<file path="src/rtl/vending_pkg.sv">
// Shared types and constants for the vending transaction controller.
// Holds the FSM state encoding, keypad code map and coin values.
package vending_pkg;

  typedef enum logic [1:0] {
    ST_IDLE     = 2'd0,
    ST_CREDIT   = 2'd1,
    ST_DISPENSE = 2'd2,
    ST_CHANGE   = 2'd3
  } state_t;

  localparam int unsigned KEY_W  = 4;
  localparam int unsigned ITEM_W = 3;

  localparam logic [KEY_W-1:0] KEY_COIN1  = 4'hA;
  localparam logic [KEY_W-1:0] KEY_COIN5  = 4'hB;
  localparam logic [KEY_W-1:0] KEY_COIN10 = 4'hC;
  localparam logic [KEY_W-1:0] KEY_CANCEL = 4'hE;

  localparam int unsigned COIN1_VAL  = 1;
  localparam int unsigned COIN5_VAL  = 5;
  localparam int unsigned COIN10_VAL = 10;

endpackage

</file>
<file path="src/rtl/vending_controller_dispense_timer.sv">
// Loadable down-counter that times the dispense pulse.
// Ports: clk, reset (sync, active-high), i_load (load CYCLES),
//        o_done_c (combinational: counter is on its last count).
module dispense_timer #(
  parameter int unsigned CYCLES = 4,
  localparam int unsigned CNT_W = $clog2(CYCLES + 1)
) (
  input  logic clk,
  input  logic reset,
  input  logic i_load,
  output logic o_done_c
);

  logic [CNT_W-1:0] r_count;

  // Counts down to zero and rests there until the next load.
  always_ff @(posedge clk) begin
    if (reset) begin
      r_count <= '0;
    end else if (i_load) begin
      r_count <= CNT_W'(CYCLES);
    end else if (r_count != '0) begin
      r_count <= r_count - CNT_W'(1);
    end
  end

  assign o_done_c = (r_count == CNT_W'(1));

endmodule

</file>
<file path="src/rtl/vending_controller.sv">
// Vending transaction controller: accumulates coin credit, prices item
// selections, times the dispense pulse and returns change.
// Ports: clk, reset (sync, active-high), key_valid/key_value (keypad strobe),
//        credit, dispense, item, change_valid, change_amount, deny, busy
//        (all registered).
module vending_controller
  import vending_pkg::*;
#(
  parameter int unsigned NUM_ITEMS       = 4,
  parameter int unsigned PRICE_W         = 8,
  parameter int unsigned MAX_CREDIT      = 250,
  parameter logic [NUM_ITEMS*PRICE_W-1:0] PRICES = {8'd40, 8'd30, 8'd25, 8'd15},
  parameter int unsigned DISPENSE_CYCLES = 4
) (
  input  logic               clk,
  input  logic               reset,
  input  logic               key_valid,
  input  logic [KEY_W-1:0]   key_value,
  output logic [PRICE_W-1:0] credit,
  output logic               dispense,
  output logic [ITEM_W-1:0]  item,
  output logic               change_valid,
  output logic [PRICE_W-1:0] change_amount,
  output logic               deny,
  output logic               busy
);

  localparam int unsigned SUM_W = PRICE_W + 1;

  state_t             r_state, w_state_nxt;
  logic [PRICE_W-1:0] r_credit, w_credit_nxt;
  logic [ITEM_W-1:0]  r_item, w_item_nxt;
  logic [PRICE_W-1:0] r_change_amount, w_change_amount_nxt;
  logic               r_change_valid, w_change_valid_nxt;
  logic               r_deny, w_deny_nxt;
  logic               r_dispense, w_dispense_nxt;
  logic               r_busy, w_busy_nxt;

  logic               w_is_coin, w_is_select, w_is_cancel;
  logic [PRICE_W-1:0] w_coin_val, w_price;
  logic [ITEM_W-1:0]  w_sel_idx;
  logic [SUM_W-1:0]   w_sum;
  logic               w_coin_ok, w_price_ok;
  logic               w_load_timer, w_timer_done;

  // Keypad decode.
  always_comb begin
    w_is_coin   = 1'b0;
    w_coin_val  = '0;
    w_is_cancel = 1'b0;
    if (key_valid) begin
      case (key_value)
        KEY_COIN1:  begin w_is_coin = 1'b1; w_coin_val = PRICE_W'(COIN1_VAL);  end
        KEY_COIN5:  begin w_is_coin = 1'b1; w_coin_val = PRICE_W'(COIN5_VAL);  end
        KEY_COIN10: begin w_is_coin = 1'b1; w_coin_val = PRICE_W'(COIN10_VAL); end
        KEY_CANCEL: w_is_cancel = 1'b1;
        default:    ;
      endcase
    end
  end

  assign w_is_select = key_valid && (32'(key_value) < NUM_ITEMS);
  assign w_sel_idx   = key_value[ITEM_W-1:0];

  // Price table mux; item i sits at bits [i*PRICE_W +: PRICE_W].
  always_comb begin
    w_price = '0;
    for (int unsigned i = 0; i < NUM_ITEMS; i++) begin
      if (w_sel_idx == ITEM_W'(i)) begin
        w_price = PRICES[i*PRICE_W +: PRICE_W];
      end
    end
  end

  // Sum carries one extra bit so an overflowing coin is rejected, not wrapped.
  assign w_sum      = SUM_W'(r_credit) + SUM_W'(w_coin_val);
  assign w_coin_ok  = (w_sum <= SUM_W'(MAX_CREDIT));
  assign w_price_ok = (r_credit >= w_price);

  // Next-state and next-output logic.
  always_comb begin
    w_state_nxt         = r_state;
    w_credit_nxt        = r_credit;
    w_item_nxt          = r_item;
    w_change_amount_nxt = r_change_amount;
    w_change_valid_nxt  = 1'b0;
    w_deny_nxt          = 1'b0;
    w_load_timer        = 1'b0;

    case (r_state)
      ST_IDLE, ST_CREDIT: begin
        if (w_is_coin) begin
          if (w_coin_ok) begin
            w_credit_nxt = w_sum[PRICE_W-1:0];
            w_state_nxt  = ST_CREDIT;
          end else begin
            w_deny_nxt = 1'b1;
          end
        end else if (w_is_select) begin
          // In IDLE credit is zero, so only a free item passes this check.
          if (w_price_ok) begin
            w_credit_nxt = r_credit - w_price;
            w_item_nxt   = w_sel_idx;
            w_load_timer = 1'b1;
            w_state_nxt  = ST_DISPENSE;
          end else begin
            w_deny_nxt = 1'b1;
          end
        end else if (w_is_cancel && (r_state == ST_CREDIT)) begin
          w_change_amount_nxt = r_credit;
          w_change_valid_nxt  = 1'b1;
          w_credit_nxt        = '0;
          w_state_nxt         = ST_CHANGE;
        end
      end

      ST_DISPENSE: begin
        if (w_timer_done) begin
          if (r_credit != '0) begin
            w_change_amount_nxt = r_credit;
            w_change_valid_nxt  = 1'b1;
            w_credit_nxt        = '0;
            w_state_nxt         = ST_CHANGE;
          end else begin
            w_state_nxt = ST_IDLE;
          end
        end
      end

      ST_CHANGE: w_state_nxt = ST_IDLE;

      default: w_state_nxt = ST_IDLE;
    endcase

    w_dispense_nxt = (w_state_nxt == ST_DISPENSE);
    w_busy_nxt     = (w_state_nxt == ST_DISPENSE) || (w_state_nxt == ST_CHANGE);
  end

  // State and output registers.
  always_ff @(posedge clk) begin
    if (reset) begin
      r_state         <= ST_IDLE;
      r_credit        <= '0;
      r_item          <= '0;
      r_change_amount <= '0;
      r_change_valid  <= 1'b0;
      r_deny          <= 1'b0;
      r_dispense      <= 1'b0;
      r_busy          <= 1'b0;
    end else begin
      r_state         <= w_state_nxt;
      r_credit        <= w_credit_nxt;
      r_item          <= w_item_nxt;
      r_change_amount <= w_change_amount_nxt;
      r_change_valid  <= w_change_valid_nxt;
      r_deny          <= w_deny_nxt;
      r_dispense      <= w_dispense_nxt;
      r_busy          <= w_busy_nxt;
    end
  end

  dispense_timer #(
    .CYCLES (DISPENSE_CYCLES)
  ) u_dispense_timer (
    .clk      (clk),
    .reset    (reset),
    .i_load   (w_load_timer),
    .o_done_c (w_timer_done)
  );

  assign credit        = r_credit;
  assign dispense      = r_dispense;
  assign item          = r_item;
  assign change_valid  = r_change_valid;
  assign change_amount = r_change_amount;
  assign deny          = r_deny;
  assign busy          = r_busy;

endmodule
</file>
<file path="config.mk">
export PLATFORM = sky130hd
export DESIGN_NAME = vending_controller
export DESIGN_NICKNAME = d
export VERILOG_FILES = /design/src/rtl/vending_pkg.sv /design/src/rtl/vending_controller_dispense_timer.sv /design/src/rtl/vending_controller.sv
export SDC_FILE = /design/constraint.sdc
export NUM_CORES = 1
export LEC_CHECK = 0
export ABC_CLOCK_PERIOD_IN_PS = 5500
export BUFFER_PORTS_ARGS = -buffer_cell sky130_fd_sc_hd__buf_4
export CAP_MARGIN = 10
export CORE_MARGIN = 4
export CORE_UTILIZATION = 45
export CTS_BUF_LIST = sky130_fd_sc_hd__clkbuf_8 sky130_fd_sc_hd__clkbuf_16
export DETAILED_ROUTE_END_ITERATION = 8
export PLACE_DENSITY = 0.67
export SLEW_MARGIN = 20
export SYNTH_ARGS = -nofsm -noshare
export SYNTH_HDL_FRONTEND = slang
export SYNTH_SLANG_ARGS = --single-unit
</file>
<file path="constraint.sdc">
create_clock -name clk -period 5.5 [get_ports clk]
set_clock_uncertainty 0.15 [all_clocks]
set_input_delay 0.825 -clock clk [delete_from_list [all_inputs] [get_ports clk]]
set_output_delay 0.825 -clock clk [all_outputs]
set_load 0.05 [all_outputs]
</file>
# Word-level counts from Yosys, hierarchy flattened

Index checks and enable logic that the tools add are counted.
Widths: inputs -> output; s select.

Bits in registers: 28
Input port bits: 7
Output and inout port bits: 23
Word-level logic and storage cells: 103

Add/subtract/negate cells: 3
$lt $le $gt $ge: 3
Equal/unequal tests: 21
Mux-type cells: 48
Bitwise operators: 2
Reduce and logical (&&, ||, !) cells: 16

Operator list:

| operator           | count |
|---|---|
| $mux 8             | 15 |
| $pmux 8 s2         | 2 |
| $mux 1             | 17 |
| $eq 4x4->1 const B | 4 |
| $mux 2             | 7 |
| $pmux 4 s3         | 1 |
| $reduce_and 6->1   | 2 |
| $add 8x8->9        | 1 |
| $le 9x8->1 const B | 1 |
| $eq 2x2->1 const B | 4 |
| $ge 8x8->1         | 1 |
| $mux 4             | 2 |
| $ne 2x2->1 const B | 4 |
| $ne 4x4->1 const B | 2 |
| $reduce_bool 8->1  | 1 |
| $sub 8x8->8        | 1 |
| $eq 3x1->1 const B | 2 |
| $eq 3x2->1 const B | 2 |
| $mux 3             | 2 |
| $pmux 2 s3         | 1 |
| $reduce_or 2->1    | 3 |
| $lt 4x3->1 const B | 1 |
| $reduce_and 4->1   | 1 |
| $reduce_bool 2->1  | 2 |
| 12 further kinds   | 14 |

# Longest topological paths before layout

Gate-level depths: netlist of the first run.

Word-level depth: 12
Mapped depth: 11
Depth with buffers taken out: 11

# By module

Synthesis of the first run repeated with hierarchy kept, for this count alone.

Cell total of the unflattened synthesis: 218
Area, all modules: 1938.1 µm²

Modules (own cells, without submodules):

| module             | times used | cells an instance | area each (µm²) | sequential area each (µm²) |
|---|---|---|---|---|
| vending_controller | 1          | 200               | 1757.9          | 480.5 |
| dispense_timer     | 1          | 18                | 180.2           | 60.1 |

# Worst setup path before layout of the first run

OpenSTA, ideal clock, no wires.

Kind: input -> register
Start: in key_value[3]
End: reg r_credit[0] (netlist: credit[0])
Setup time: 0.072 ns
Data arrival time: 3.516 ns
Required time: 5.278 ns
Path slack: 1.762 ns
Stages on the path: 11
Buffers on the path: 0
Path through: nand2_1 > nor3b_1 > nor2b_1 > ha_1 > a41o_1 > a21oi_1 > mux2i_1 > a211oi_1 > o21bai_2 > o31ai_4 > mux2i_1

Longest elaborated chain between the ends: 7
Elaborated cells between the ends (all ways): 24
Those cells by class: add/sub: 1; order compare: 2; eq/ne: 7; mux: 10; reduce/logical: 4

Ends and longest elaborated chain:

| item                                                                   | line                                               | source |
|---|---|---|
| start, declared                                                        | vending_controller.sv:18                           | `input logic [KEY_W-1:0] key_value,` |
| $eq 4x4->1                                                             | vending_controller.sv:52                           | `case (key_value)` |
| $pmux 4 s3                                                             | vending_controller.sv:52                           |  |
| $mux 4                                                                 | vending_controller.sv:51                           | `if (key_valid) begin` |
| $add 8x8->9                                                            | vending_controller.sv:76                           | `assign w_sum = SUM_W'(r_credit) + SUM_W'(w_coin_val);` |
| $le 9x8->1 / $mux 8 (equally long branches)                            | vending_controller.sv:77, vending_controller.sv:93 |  |
| $ne 3x3->1 (no source line) / $mux 8 (equally long branches)           | -                                                  |  |
| $reduce_and 6->1 (no source line) / $pmux 8 s2 (equally long branches) | -                                                  |  |
| end signal, assigned                                                   | vending_controller.sv:152                          | `r_credit <= w_credit_nxt;` |
| end, declared                                                          | vending_controller.sv:31                           | `logic [PRICE_W-1:0] r_credit, w_credit_nxt;` |

Parallel ways exist; a longest one is shown, timed or not. The select of a mux whose other input is x is not followed.
A chain may end at the register's enable or synchronous reset.

# Final worst setup path of the first run

Start: in key_value[3]
End: reg r_credit[1] (netlist: credit[1])

Same word-level chain as after synthesis.

==> results of run 1 <==
==> metrics by stage <==
step	setup slack, ns	std cells	instance area [µm²]	power (mW)
2_1_floorplan	1.76	226	1940	0.321
3_3_place_gp	1.27	295	2180	0.349
3_5_place_dp	1.27	295	2180	0.351
4_1_cts	1.52	299	2230	0.471
5_1_grt	1.35	299	2230	0.495
6_report	1.51	299	2230	0.466
==> area by class of cell <==
cell class | instances | area share (%)
Clock inverter | 1 | 0.393
Sequential cell | 27 | 24.3
Tap cell | 50 | 2.81
Clock buffer | 3 | 1.85
Multi-Input combinational cell | 181 | 59.6
Inverter | 8 | 1.35
Timing Repair Buffer | 29 | 9.77
==> logic make-up after synthesis <==
group / synth area share (%)
flops: 27.9
buf+inv: 3.62
simple gates: 23.6
compound gates: 22.6
fa+ha+maj: 10.5
mux: 7.75
xor+xnor: 4.07
==> report_power, final <==
group	switching [mW]	total [mW]	internal, mW
Sequential	0.0125	0.220	0.208
Clock	0.0647	0.118	0.0532
Combinational	0.0721	0.128	0.0555
Total	0.149	0.466	0.316
==> critical path, delay by kind of cell <==
family,cells,cell delay (ns)
AOI/OAI and AO/OA,5,1.45
adders and majority gates,1,0.39
muxes,2,0.61
and+or+nand+nor,3,0.67
buffers and inverters,1,0.09
==> placed cells by master, fill, tap and decap left out, types with 2 or more instances in the layout <==
cell / instances
dfxtp_1: 27
or4_1: 3
nor2_1: 25
clkbuf_8: 3
o211ai_1: 3
o21ai_0: 5
mux2i_1: 15
xnor2_1: 4
a211oi_1: 2
nand2b_1: 9
fa_1: 2
a22o_1: 2
or3_1: 3
a21oi_1: 10
ha_1: 13
nor3_1: 3
nor2b_1: 4
o21bai_1: 2
a21o_1: 4
a211o_1: 2
inv_1: 8
and3_1: 2
nor3b_1: 8
nand2_1: 20
xor2_1: 5
o32ai_1: 2
nand3_1: 6
buf_4: 29
==> synthesized netlist by cell type, types with 3 or more instances <==
cell and count:
a21o_1 4, a21oi_1 10, clkbuf_1 8, dfxtp_1 27
ha_1 13, inv_1 8, mux2i_1 15, nand2_1 20
nand2b_1 9, nand3_1 6, nor2_1 25, nor2b_1 4
nor3_1 3, nor3b_1 8, o211ai_1 3, o21ai_0 5
or3_1 3, or4_1 3, xnor2_1 4, xor2_1 5
==> state kept, by name (all words and copies together) (netlist names) <==
register,cells
dispense,1
credit,8
change_valid,1
change_amount,8
r_state,2
item,3
u_dispense_timer.r_count,3
deny,1
==> final timing paths <==
check / end / cells past startpoint / startpoint
worst min-delay path: item[1] / 2 / item[1]
worst max register to register: credit[1] / 9 / credit[0]
worst max-delay path: credit[1] / 12 / key_value[3]
worst min register to register: item[1] / 2 / item[1]
==> routing by layer <==
layer | part of all wire, % | routed length, µm
met1 | 42 | 2100
met2 | 50 | 2510
met3 | 6.7 | 336
met4 | 1.2 | 59
met5 | 0 | 0
==> reports/results.tsv, run 1 <==
stage	metric	value	unit
sta	setup_viol	0	
worst_setup_path	critPathMostFrequentCell	mux2i_1	
worst_setup_path	critPathMaxFanout	8	
clock_network	cts_tree	done	
routing	dr.pass1.iters	4	
cells_and_area	nFillCells	400	
clock_network	clk_pin_slew	0.10	ns
worst_setup_path	cpMaxStageDelayCell	o31ai_4	
flow_run	cap_violations	0	
worst_setup_path	arrival	4.05	ns
sta	setup_tns	0	ns
synthesis	synth_edf_count	0	
routing	vias	1738	
worst_setup_path	critPathRequiredTime	5.56	ns
routing	drtIter0Drc	153	
sta	fin_crit_sh	72.6	%
power	power_density	209	nW/µm²
power	peakVddDrop	160	µV
synthesis	ys_ff_latch	27	
clock_network	hold_buffers	0	
floorplanning	start_util	47.4	%
global_route	grt_pass1_wl	8080	µm
synthesis	synthFlopType	dfxtp_1	
floorplanning	fp.dieW	73.6	µm
sta	hold_viol_final	0	
floorplanning	fp.dieH	73.6	µm
global_route	grt_use_total	19.2	%
synthesis	ys_seq_area_share	27.9	%
cells_and_area	drive_above_1_share	17.7	%
synthesis	synth_top_cell_by_area	dfxtp_1	
status	status	finished clean	
place	dpl.hpwl	3760	µm
clock_network	numCtsBuffers	3	
floorplanning	core-area	4090	µm²
worst_setup_path	cp-end-kind	flop	
global_route	grtUsageMet3	4.38	%
clock_network	htree_levels	1	
worst_setup_path	criticalPathCategory	in2reg	
synthesis	synth_cell_types	55	
clock_network	cts_sinks	27	
global_route	met1_usage	24.9	%
floorplanning	die_area	5420	µm²
floorplanning	ios	30	
synthesis	synth_top_area_share	27.9	%
synthesis	syn_nets	248	
clock_network	root_buffer	clkbuf_8	
synthesis	ys_async_sr_fraction	0	%
routing	drtAntennaViolNets	0	
sta	fin_crit	3.99	ns
hold_path	hold_class	reg2reg	
global_route	antenna_found_initial	0	
routing	wl_per_cell	16.7	µm
synthesis	yosysWarnings	0	
sta	worst_pin_slew	0.790	ns
clock_network	clockBufferDepth	2	
worst_setup_path	crit_chain	buf_4 > nand2_1 > nor3b_1 > nor2b_1 > ha_1 > a41o_1 > a21oi_1 > mux2i_1 > a211oi_1 > o21bai_2 > o31ai_4 > mux2i_1	
clock_network	cts_setup_buffers	0	
sta	report.final.slew_viol_count	0	
place	io_buffers	29	
sta	hold_ws	0.320	ns
routing	wirelength	5000	µm
sta	rsz0062_at_grt	false	
clock_network	clock_latency	0.28	ns
global_route	grt_pass1_vias	1645	
place	gp_congestion	0.883	
synthesis	synth.avg_cell_area	8.58	µm²
routing	route.detailed.drc	0	
routing	detail_route.vias_per_cell	5.81	
power	leakage	1.01	nW
global_route	grt_max_degree	30	
cells_and_area	antenna_cells	0	
sta	fmax	251	MHz
cells_and_area	seqCellArea	541	µm²
global_route	grt_busiest_layer	met2	
floorplanning	rows	23	
worst_setup_path	max_stage_delay	0.48	ns
sta	slew_headroom	47.2	%
synthesis	synth_area	1940	µm²
global_route	globalRouteMet2Util	33.4	%
global_route	overflow	0	
cells_and_area	nNetsFinal	272	
synthesis	postSynthCellCount	226	
clock_network	post_cts_resized	0	
cells_and_area	multi_input_area	1330	µm²
synthesis	synthTopCellsByArea	dfxtp_1 28%, ha_1 8.4%, mux2i_1 7.7%	
cells_and_area	utilization	54.5	%
cells_and_area	area_growth_syn_to_layout	15.0	%
worst_setup_path	critPathLaunchType	primary input	
worst_setup_path	regToRegSetupSlack	2.20	ns
Note: power is estimated with default switching activity, not from simulation.
==> run 2, diff against run 1 <==
--- a/config.mk
+++ b/config.mk
@@ -5,14 +5,14 @@
 export SDC_FILE = /design/constraint.sdc
 export NUM_CORES = 1
 export LEC_CHECK = 0
-export ABC_CLOCK_PERIOD_IN_PS = 5500
+export ABC_CLOCK_PERIOD_IN_PS = 3500
 export BUFFER_PORTS_ARGS = -buffer_cell sky130_fd_sc_hd__buf_4
 export CAP_MARGIN = 10
 export CORE_MARGIN = 4
 export CORE_UTILIZATION = 45
 export CTS_BUF_LIST = sky130_fd_sc_hd__clkbuf_8 sky130_fd_sc_hd__clkbuf_16
 export DETAILED_ROUTE_END_ITERATION = 8
-export PLACE_DENSITY = 0.67
+export PLACE_DENSITY = 0.69
 export SLEW_MARGIN = 20
 export SYNTH_ARGS = -nofsm -noshare
 export SYNTH_HDL_FRONTEND = slang
==> constraint.sdc (replaced) <==
create_clock -name clk -period 3.5 [get_ports clk]
set_clock_uncertainty 0.15 [all_clocks]
set_input_delay 0.525 -clock clk [delete_from_list [all_inputs] [get_ports clk]]
set_output_delay 0.525 -clock clk [all_outputs]
set_load 0.05 [all_outputs]
==> run 2 against run 1 <==
Compared with the run above:
- critical path depth increased by 1
- wire length up 3.6%
- register-to-register slack got worse by 1.8 ns
- cell count increased by 9.4%
- first-iteration DRC count grew 13%
- non-clock buffer count is 28 higher
- hold slack lost 0.0082 ns
- utilization up 5.7 points
- critical endpoint is now credit[7]
- largest cell class unchanged
- largest power group unchanged
==> reports/results.tsv, run 2 (synthesis gave the netlist of run 1 again) <==
stage	metric	value	unit	change
routing	routed.top_layer	met4		
floorplanning	start_util	47.4	%	unchanged
sta	hold_ws	0.311	ns	-0.00824 ns
routing	wl_met3	272	µm	-19%
routing	vias	1852		+6.6%
sta	worst_pin_slew	0.825	ns	+0.0346 ns
floorplanning	core-area	4090	µm²	unchanged
worst_setup_path	critPathLaunchType	primary input		
sta	report.final.slew_viol_count	0		unchanged
clock_network	clockBufferDepth	2		unchanged
sta	fin_crit	3.38	ns	
clock_network	root_buffer	clkbuf_8		
sta	fmax	296	MHz	
hold_path	hold_class	reg2reg		
cells_and_area	antenna_cells	0		unchanged
worst_setup_path	regToRegStartpoint	credit[0]		
routing	m1WireLength	2390	µm	+14%
floorplanning	fp.dieW	73.6	µm	unchanged
flow_run	cap_violations	0		unchanged
global_route	grt_pass1_vias	1762		+7.1%
global_route	grt_use_total	20.1	%	+0.90 points
routing	wirelength	5180	µm	+3.6%
hold_path	min_from	item[0]		
worst_setup_path	criticalPathCategory	in2reg		
routing	route.detailed.drc	0		unchanged
clock_network	cts_sinks	27		unchanged
worst_setup_path	regToRegSetupSlack	0.37	ns	-1.83 ns
routing	met2WireLength	2450	µm	-2.2%
cells_and_area	mostFrequentLayoutCell	buf_4		
sta	setup_tns	0	ns	unchanged
routing	wl_per_cell	15.8	µm	-5.2%
place	placed_cells	321		+8.8%
clock_network	clk_pin_slew	0.10	ns	about the same
hold_path	min_to	item[0]		
sta	hold_viol_final	0		unchanged
floorplanning	fp.dieH	73.6	µm	unchanged
cells_and_area	drive_above_1_share	27.1	%	+9.4 points
global_route	grt_pass1_wl	8620	µm	+6.7%
worst_setup_path	critPathMaxFanout	7		-1
clock_network	numCtsBuffers	3		unchanged
floorplanning	ios	30		unchanged
global_route	overflow	0		unchanged
cells_and_area	nFillCells	380		-5.0%
routing	dr.pass1.iters	4		unchanged
cells_and_area	final_cell_mix	56 x buf_4, 27 x dfxtp_1, 25 x nor2_1		
clock_network	htree_levels	1		unchanged
global_route	grt_max_degree	30		unchanged
cells_and_area	utilization	60.3	%	+5.7 points
clock_network	clock_latency	0.27	ns	about the same
floorplanning	die_area	5420	µm²	unchanged
clock_network	cts_tree	done		
power	leakage	1.14	nW	+12%
status	status	finished clean		
hold_path	worst_hold_path.num_cells	2		unchanged
cells_and_area	fin_cells	327		+9.4%
sta	slew_headroom	44.9	%	-2.3 points
place	gp_congestion	0.908		+2.8%
global_route	antenna_found_initial	0		unchanged
place	dpl.hpwl	3980	µm	+5.8%
sta	setup_viol	0		unchanged
power	power_density	303	nW/µm²	+45%
routing	drtAntennaViolNets	0		unchanged
clock_network	hold_buffers	0		unchanged
cells_and_area	nNetsFinal	300		+10%
worst_setup_path	arrival	3.45	ns	-0.60 ns
floorplanning	rows	23		unchanged
routing	detail_route.vias_per_cell	5.66		-2.6%
cells_and_area	area_growth_syn_to_layout	27.0	%	
place	io_buffers	29		unchanged
worst_setup_path	r2r-end	credit[7]		
place	preCtsSetupSlack	-0.210	ns	-1.48 ns
worst_setup_path	critPathRequiredTime	3.56	ns	-2.00 ns
worst_setup_path	cp-end-kind	flop		
worst_setup_path	reg2reg_depth	10		+1
routing	drtIter0Drc	173		+13%
sta	fin_ws	0.117	ns	-1.39 ns
sta	fin_crit_sh	96.7	%	
power	peakVddDrop	282	µV	+76%
## run 2: cell types whose count changed in the layout (fill, tap and decap cells not counted), sizes merged
cell	change
clkinvlp	+1
inv	-1
buf	+28
## run 2: worst max path at each step
stage	start	endpoint	slack (ns)	depth (start not counted)
finish	key_value[3]	credit[7]	0.12	13
global route	key_value[2]	credit[2]	-0.05	14
floorplan	key_value[3]	credit[0]	0.06	11
CTS	key_value[3]	credit[6]	0.07	12
global placement	key_value[1]	credit[0]	-0.17	12
detailed placement	key_value[1]	credit[6]	-0.21	12
## run 2: what timing repair did
item,4_1_cts,5_1_grt
setup endpoints to repair,0,8
endpoints found under the hold margin,0,0
buffers inserted,0,2
resized for setup,0,5
## run 2: power breakdown
part,total [mW],internal [mW],switching (mW)
registers,0.345,0.326,0.0187
clock network,0.180,0.0808,0.0994
logic,0.220,0.102,0.118
## run 2: metal layers
layer  global-route usage (%)  vias up
met5                        0        -
met2                     33.5       63
met1                     27.2      858
met4                     4.63        0
li1                         -      925
met3                     3.28        6
## run 2: cell type report
type	instances	area (µm²)	share of cell area (%)
clock buffers	3	41.3	1.68
clock inverters	1	7.51	0.305
inverters	8	30.0	1.22
multi-input cells	181	1350	54.8
flip-flops and latches	27	541	22.0
well taps	50	62.6	2.54
repair buffers	57	432	17.5
## run 2: worst max-delay path: stages
cell and delay (ns):
buf_4 0.08, nand2_1 0.07, nor3b_1 0.28, nor2b_2 0.28, ha_1 0.28, a41o_1 0.24
a21oi_1 0.27, mux2i_2 0.38, a211oi_1 0.16, o21bai_2 0.24, o31ai_4 0.29, buf_6 0.18
mux2i_1 0.17
## run 2: stage by stage
stage          instance area (µm²)  total power, mW
2_1_floorplan                 1940            0.505
3_3_place_gp                  2370            0.561
3_5_place_dp                  2370            0.566
4_1_cts                       2420            0.744
5_1_grt                       2460            0.790
6_report                      2460            0.746
==> run 3, diff against run 2 <==
--- a/config.mk
+++ b/config.mk
@@ -8,6 +8,7 @@
 export ABC_CLOCK_PERIOD_IN_PS = 3500
 export BUFFER_PORTS_ARGS = -buffer_cell sky130_fd_sc_hd__buf_4
 export CAP_MARGIN = 10
+export CORE_ASPECT_RATIO = 1.1
 export CORE_MARGIN = 4
 export CORE_UTILIZATION = 45
 export CTS_BUF_LIST = sky130_fd_sc_hd__clkbuf_8 sky130_fd_sc_hd__clkbuf_16
==> run 3 against run 2 <==
Compared with the run above:
- fmax is 3.4% higher
- count of clock-buffer cells in the layout stayed put
- total power is 1.2% lower
- non-clock buffer count is 4 lower
- sequential share of layout area is 0.36 points higher
- clock power hardly changed
- cell area is 1.6% lower
- via count is 2.1% lower
- combinational power is 3% lower
- sequential cell count stayed put
==> reports/results.tsv, run 3 (synthesis gave the netlist of run 1 again) <==
stage	metric	value	unit	change
clock_network	hold_buffers	0		unchanged
clock_network	clockBufferDepth	2		unchanged
cells_and_area	fin_area	2420	µm²	-1.6%
sta	fin_crit	3.27	ns	-0.113 ns
worst_setup_path	criticalPathCategory	in2reg		
clock_network	clock_latency	0.27	ns	about the same
clock_network	cts_sinks	27		unchanged
worst_setup_path	crit_family	compound AO/OA/AOI/OAI gates		
clock_network	cts_tree	done		
sta	hold_viol_final	0		unchanged
clock_network	clk_pin_slew	0.09	ns	about the same
worst_setup_path	arrival	3.33	ns	-0.12 ns
floorplanning	die_area	5420	µm²	about the same
sta	slew_headroom	66.4	%	+21 points
cells_and_area	area_growth_syn_to_layout	25.0	%	
power	peakVddDrop	187	µV	-34%
place	gp_congestion	0.871		-4.1%
sta	fin_ws	0.229	ns	+0.113 ns
routing	route.detailed.drc	0		unchanged
floorplanning	fp.dieH	76.8	µm	+4.4%
clock_network	post_cts_resized	0		unchanged
cells_and_area	drive_above_1_share	24.9	%	-2.2 points
power	power_density	304	nW/µm²	+0.47%
global_route	grt_use_total	18.6	%	-1.5 points
worst_setup_path	max_stage_delay	0.41	ns	+0.03 ns
floorplanning	fp.dieW	70.6	µm	-4.1%
worst_setup_path	critical_path_buf_inv_count	2		unchanged
worst_setup_path	regToRegStartpoint	credit[0]		
worst_setup_path	crit_chain	buf_4 > nor2b_1 > nor2b_1 > ha_1 > fa_1 > a21o_4 > a2111oi_2 > mux2i_1 > a2111oi_4 > o21bai_2 > o31ai_4 > buf_12 > mux2i_1		
hold_path	worst_hold_path.num_cells	2		unchanged
worst_setup_path	critPathMaxFanout	8		+1
floorplanning	rows	24		+4.3%
global_route	grt_pass1_wl	8310	µm	-3.6%
hold_path	min_to	item[1]		
worst_setup_path	r2r-end	credit[1]		
sta	fin_crit_sh	93.4	%	-3.2 points
sta	fmax	306	MHz	+3.4%
global_route	grt_max_degree	30		unchanged
cells_and_area	mostFrequentLayoutCell	buf_4		
routing	vias	1813		-2.1%
place	place_area	2370	µm²	unchanged
routing	drtAntennaViolNets	0		unchanged
worst_setup_path	cpMaxStageDelayCell	fa_1		
place	io_buffers	29		unchanged
routing	wl_per_cell	15.5	µm	-2.4%
place	preCtsSetupSlack	-0.0727	ns	+0.137 ns
cells_and_area	seqCellArea	541	µm²	unchanged
sta	report.final.slew_viol_count	0		unchanged
cells_and_area	antenna_cells	0		unchanged
global_route	antenna_found_initial	0		unchanged
sta	setup_tns	0	ns	unchanged
floorplanning	ios	30		unchanged
worst_setup_path	regToRegSetupSlack	0.39	ns	+0.02 ns
status	status	finished clean		
cells_and_area	fin_cells	325		-0.61%
clock_network	numCtsBuffers	3		unchanged
sta	setup_viol	0		unchanged
worst_setup_path	reg2reg_depth	10		unchanged
place	placed_cells	321		unchanged
clock_network	htree_levels	1		unchanged
routing	wirelength	5030	µm	-3.0%
sta	worst_pin_slew	0.504	ns	-0.321 ns
clock_network	cts_setup_buffers	0		unchanged
routing	detail_route.vias_per_cell	5.58		-1.5%
hold_path	min_from	item[1]		
global_route	overflow	0		unchanged
floorplanning	core-area	4050	µm²	-0.80%
cells_and_area	nNetsFinal	296		-1.3%
cells_and_area	utilization	59.8	%	-0.50 points
routing	dr.pass1.iters	4		unchanged
worst_setup_path	path_depth	13		unchanged
sta	rsz0062_at_grt	false		
hold_path	hold_class	reg2reg		
power	leakage	1.13	nW	-0.81%
place	dpl.hpwl	3900	µm	-2.1%
flow_run	cap_violations	0		unchanged
worst_setup_path	critPathRequiredTime	3.56	ns	about the same
cells_and_area	nFillCells	394		+3.7%
global_route	grt_pass1_vias	1672		-5.1%
cells_and_area	final_cell_mix	52 x buf_4, 27 x dfxtp_1, 25 x nor2_1		
clock_network	root_buffer	clkbuf_8		
floorplanning	start_util	47.8	%	+0.38 points
routing	drtIter0Drc	113		-35%
cells_and_area	multi_input_area	1330	µm²	-1.6%
worst_setup_path	critPathLaunchType	primary input		
worst_setup_path	cp-end-kind	flop		
run 3: cell types whose count changed in the layout (fill, tap and decap cells not counted), sizes merged:
cell / before / now
buf: 57 / 53
run 3: worst max path at each step:
| stage | startpoint | end | slack (ns) |
|---|---|---|---|
| floorplan | key_value[3] | credit[0] | 0.06 |
| global placement | key_value[3] | credit[6] | 0.02 |
| detailed placement | key_value[1] | credit[1] | -0.07 |
| CTS | key_value[1] | credit[5] | 0.22 |
| global route | key_value[3] | credit[1] | 0.02 |
| finish | key_value[1] | credit[1] | 0.23 |
run 3: metrics by stage:
step / hold slack [ns] / power [mW]
global route: 0.336 / 0.784
global placement: 0.300 / 0.562
CTS: 0.318 / 0.743
detailed placement: 0.305 / 0.566
floorplan: 0.329 / 0.505
finish: 0.315 / 0.737
run 3: area by class of cell:
| class | instances | area share [%] |
|---|---|---|
| multi-input combinational | 181 | 54.8 |
| sequential | 27 | 22.3 |
| timing repair buffer | 53 | 16.9 |
| tap | 52 | 2.69 |
| clock buffer | 3 | 1.70 |
| inverter | 8 | 1.24 |
| clock inverter | 1 | 0.310 |
run 3: report_power, final:
part | switching (mW) | total (mW) | leakage (nW) | internal [mW]
Sequential | 0.0181 | 0.345 | 0.219 | 0.326
Combinational | 0.115 | 0.214 | 0.890 | 0.0990
Clock | 0.0978 | 0.178 | 0.0217 | 0.0807
run 3: metal layers:
metal	global-route usage, %	vias to the layer above	share of wire [%]
li1	-	917	-
met1	25.5	850	46
met2	31.2	42	49
met3	2.48	4	3.6
met4	3.95	0	0.94
met5	0	-	0
run 3: worst min-delay path, cell delays in order, from the launching register on:
cell and delay (ns):
dfxtp_1 0.32, nand2_1 0.05, a21oi_1 0.05
